===== src/rtl/serial_subtractor.sv =====
// serial_subtractor: bit-serial unsigned subtractor computing (a - b) mod 2^WIDTH
// over WIDTH cycles, LSB first, with a single one-bit subtract cell and a
// registered borrow. start/busy/done handshake; results held until next DONE.
module serial_subtractor #(
  parameter int WIDTH = 8
) (
  input  logic             clk,
  input  logic             rst,
  input  logic             start,
  input  logic [WIDTH-1:0] a,
  input  logic [WIDTH-1:0] b,
  output logic [WIDTH-1:0] d,
  output logic             bout,
  output logic             busy,
  output logic             done
);

  // Counter only ever needs to reach WIDTH-1; keep at least one bit for WIDTH=1.
  localparam int CNT_W = (WIDTH > 1) ? $clog2(WIDTH) : 1;
  localparam logic [CNT_W-1:0] LAST = CNT_W'(WIDTH - 1);

  typedef enum logic [1:0] {
    IDLE  = 2'd0,
    SHIFT = 2'd1,
    DONE  = 2'd2
  } state_t;

  state_t           state;
  state_t           state_nxt;
  logic [WIDTH-1:0] sa;
  logic [WIDTH-1:0] sb;
  logic [WIDTH-1:0] acc;
  logic [WIDTH-1:0] acc_nxt;
  logic [CNT_W-1:0] cnt;
  logic             br;
  logic             br_nxt;
  logic             x;
  logic             last_bit;

  // One-bit subtract cell: difference output.
  function automatic logic diff_bit(input logic ai, input logic bi, input logic bin);
    return ai ^ bi ^ bin;
  endfunction

  // One-bit subtract cell: borrow output.
  function automatic logic borrow_bit(input logic ai, input logic bi, input logic bin);
    return (~ai & bi) | (~(ai ^ bi) & bin);
  endfunction

  // Subtract cell and accumulator shift: new bit enters at the MSB.
  always_comb begin
    x        = diff_bit(sa[0], sb[0], br);
    br_nxt   = borrow_bit(sa[0], sb[0], br);
    acc_nxt  = acc >> 1;
    acc_nxt[WIDTH-1] = x;
    last_bit = (cnt == LAST);
  end

  // State register.
  always_ff @(posedge clk or posedge rst) begin
    if (rst) state <= IDLE;
    else     state <= state_nxt;
  end

  // Next-state logic; start only matters in IDLE.
  always_comb begin
    state_nxt = state;
    case (state)
      IDLE:    if (start) state_nxt = SHIFT;
      SHIFT:   if (last_bit) state_nxt = DONE;
      DONE:    state_nxt = IDLE;
      default: state_nxt = IDLE;
    endcase
  end

  // Moore outputs decoded from the state register only.
  always_comb begin
    busy = (state == SHIFT);
    done = (state == DONE);
  end

  // Operand capture, bit-serial datapath and result registers.
  always_ff @(posedge clk or posedge rst) begin
    if (rst) begin
      sa   <= '0;
      sb   <= '0;
      br   <= 1'b0;
      cnt  <= '0;
      acc  <= '0;
      d    <= '0;
      bout <= 1'b0;
    end else begin
      case (state)
        IDLE: begin
          if (start) begin
            sa  <= a;
            sb  <= b;
            br  <= 1'b0;
            cnt <= '0;
            acc <= '0;
          end
        end
        SHIFT: begin
          sa  <= sa >> 1;
          sb  <= sb >> 1;
          br  <= br_nxt;
          acc <= acc_nxt;
          if (last_bit) begin
            d    <= acc_nxt;
            bout <= br_nxt;
          end else begin
            cnt <= cnt + CNT_W'(1);
          end
        end
        default: ;
      endcase
    end
  end

endmodule


===== config.mk =====
export PLATFORM = sky130hd
export DESIGN_NAME = serial_subtractor
export DESIGN_NICKNAME = d
export VERILOG_FILES = /design/src/rtl/serial_subtractor.sv
export SDC_FILE = /design/constraint.sdc
export NUM_CORES = 1
export LEC_CHECK = 0
export CAP_MARGIN = 20
export CORE_MARGIN = 10
export CORE_UTILIZATION = 40
export DETAILED_ROUTE_END_ITERATION = 10
export GPL_TIMING_DRIVEN = 0
export HOLD_SLACK_MARGIN = 0.12
export PLACE_DENSITY_LB_ADDON = 0.2
export SLEW_MARGIN = 20
export SYNTH_ARGS = -nofsm -noshare
export SYNTH_HDL_FRONTEND = slang
export SYNTH_SLANG_ARGS = --single-unit

===== constraint.sdc =====
create_clock -name clk -period 1.66 [get_ports clk]
set_input_delay 0.249 -clock clk [delete_from_list [all_inputs] [get_ports clk]]
set_output_delay 0.249 -clock clk [all_outputs]
set_load 0.01 [all_outputs]

==> qor.yml <==
routed_wirelength_um: 3836
htreeDepth: 2
cap_viol_max_count: 0
dr.pass1.iters: 4
viasPerCell: 5.429
final_cell_mix: "38 x dfrtp_1, 27 x clkdlybuf4s50_1, 17 x inv_1, 14 x nor2_1, 14 x nor4b_1"
io_buffers: 29
intPower_uw: 2626
clock-sinks: 38
final_common_cell: "dfrtp_1"
grt_setup_unrepaired: "no"
crit_arrival_ps: 1690
syn_to_final_growth_pct: 25.74
yosysWarnings: 0
fin_skew_ps: 4.676
synth_cells: 149
antenna_cells: 0
wl_per_cell_um: 15.98
yosysTopAreaCellShare_pct: 52.45
cts_root_buf: "clkbuf_8"
dieArea_sq_um: 7626
p_seq_share_pct: 40.7
power.density_nw_per_um2: 1723
ios: 30
synth-seq-cells: 38
drc: 0
tightest_slew_ps: 483.2
yosys.area_share.simple_pct: 14.15
synth_fa_ha_area_share_pct: 2.484
p_switching_uw: 1302
grt_usage_pct: 10.38
gp_congestion: 0.8216
syn-cell-area_sq_um: 1813
synth_cell_type_count: 22
setup_tns_ps: 0
yosys.area_share.xor_xnor_pct: 0
grt_start_max_net_pins: 36
cp-start-kind: "input pin"
vdd_drop_max_v: 0.0007160
synth_top_area_cell: "dfrtp_1"
crit_type: "input pin to register"
p_clk_share_pct: 15.0
crit_required_ps: 1810
slew_viol_final: 0
clockBufferDepth: 2
clock.fmax_mhz: 648.4
grt_pass1_wl_um: 6341
dpl_worst_slack_ps: -153.4
critical_path_peak_fanout: 10
synth_compound_area_share_pct: 14.56
drt_iter0_markers: 36
power.leakage_uw: 0.001079
rows: 24
switching_share_pct: 33.15
antenna_left: 0
setup_ws_ps: 117.9
postCtsHoldBufs: 0
final_hold_viol_count: 0
path_clk_slew_ps: 70
clock_latency_ps: 280
die_w_um: 87.33
holdCritPathClass: "input pin to asynchronous set/reset pin"
dpl.hpwl_um: 2728
grt_antenna_before_repair: 0
relSlewSlack_pct: 67.79
setup_viol: 0
syn-num-nets: 171
placed_area_sq_um: 2188
post-route-period-util_pct: 92.90
nets: 210
coreArea_sq_um: 4384
synth_top_cells_by_area: "dfrtp_1 52%, mux2_4 7.5%, nor4b_1 6.8%"
die_y_um: 87.33
tritoncts: "yes"
num_vias: 1303
grt_pass1_vias: 1368
start_util_pct: 41.35
drive_gt1_share_pct: 18.09
syn_avg_cell_area_sq_um: 12.17
synthMuxAreaShare_pct: 7.453
grt_overflow: 0
numCtsBuffers: 5
end_kind: "register"
yosysSeqAreaShare_pct: 52.45
stdcell_area_sq_um: 2280
status: "finished, final reports clean"
fin_crit_ps: 1542
pwr-share-comb_pct: 44.3
synth_top_family_by_area: "compound AO/OA/AOI/OAI gates"
==> worst max-delay path: stages <==
cell             delay [ps]
clkdlybuf4s50_1         670
clkbuf_1                350
nor4b_1                 340
a221oi_1                 80
==> Yosys cell counts (all sizes together) <==
cell type	count
dfrtp	38
buf	11
ha	2
fa	1
a21oi	1
nor4b	14
clkbuf	2
nor4bb	2
o21bai	1
a222oi	1
mux2	9
a32o	2
nor2	14
inv	18
and3	3
a221oi	13
nor2b	3
a22o	8
a211o	3
nand2b	2
nand3b	1
==> final timing paths <==
path / slack [ps] / cells after the start / startpoint / to
max reg2reg: 130 / 5 / cnt[0] / bout
max in group asynchronous: 1110 / 3 / rst / sb[6]
min: 150 / 2 / rst / cnt[2]
min reg2reg: 500 / 1 / acc[1] / acc[1]
min in group clk: 500 / 1 / acc[1] / acc[1]
max: 120 / 4 / start / sa[1]
==> flip-flops by register name (all words and copies together) (netlist names) <==
name,flops
cnt,3
d,8
sa,8
sb,8
br,1
acc,7
bout,1
state,2
==> layout make-up <==
cell class / instances / area, sq um
sequential: 38 / 950.9
tap: 52 / 65.06
multi-input combinational: 80 / 703.2
inverter: 18 / 67.56
fill: 379 / 2105
timing repair buffer: 32 / 315.3
buffer: 13 / 101.3
clock buffer: 7 / 76.32
==> metrics by stage <==
stage | hold WS (ps) | power, uW | utilization [%] | std cells
after floorplan | 392.5 | 2762 | - | 149
after global placement | 483.9 | 3267 | 49.46 | 230
after detailed placement | 460.4 | 3347 | 49.91 | 231
after CTS | 156.9 | 3966 | 51.94 | 239
after global routing | 165.9 | 4220 | 52.00 | 240
final | 154.4 | 3927 | 52.00 | 240
==> what timing repair did <==
action	4_1_cts	5_1_grt
setup buffers	1	1
gates resized for setup	6	6
setup endpoints to repair	2	3
gates cloned	0	0
==> power by group through the flow <==
stage / clock, uW / sequential [uW] / combinational (uW)
after global placement: 0 / 1600 / 1670
after CTS: 606 / 1600 / 1760
after floorplan: 0 / 1620 / 1140
after detailed placement: 0 / 1620 / 1730
after global routing: 648 / 1650 / 1930
final: 591 / 1600 / 1740
==> logic make-up after synthesis <==
family	count (synthesis)
and+or+nand+nor	39
DFF	38
buffers and inverters	31
AOI/OAI and AO/OA	29
muxes	9
adders and majority gates	3
==> per-layer routing <==
metal,global-route usage (%),share of wire [%],vias to the layer above
met5,0,0,-
met4,4.493,1.5,0
met3,4.213,7.6,6
met2,16.67,46,35
met1,11.84,44,644
li1,-,-,618
(Power assumes the default switching activity.)
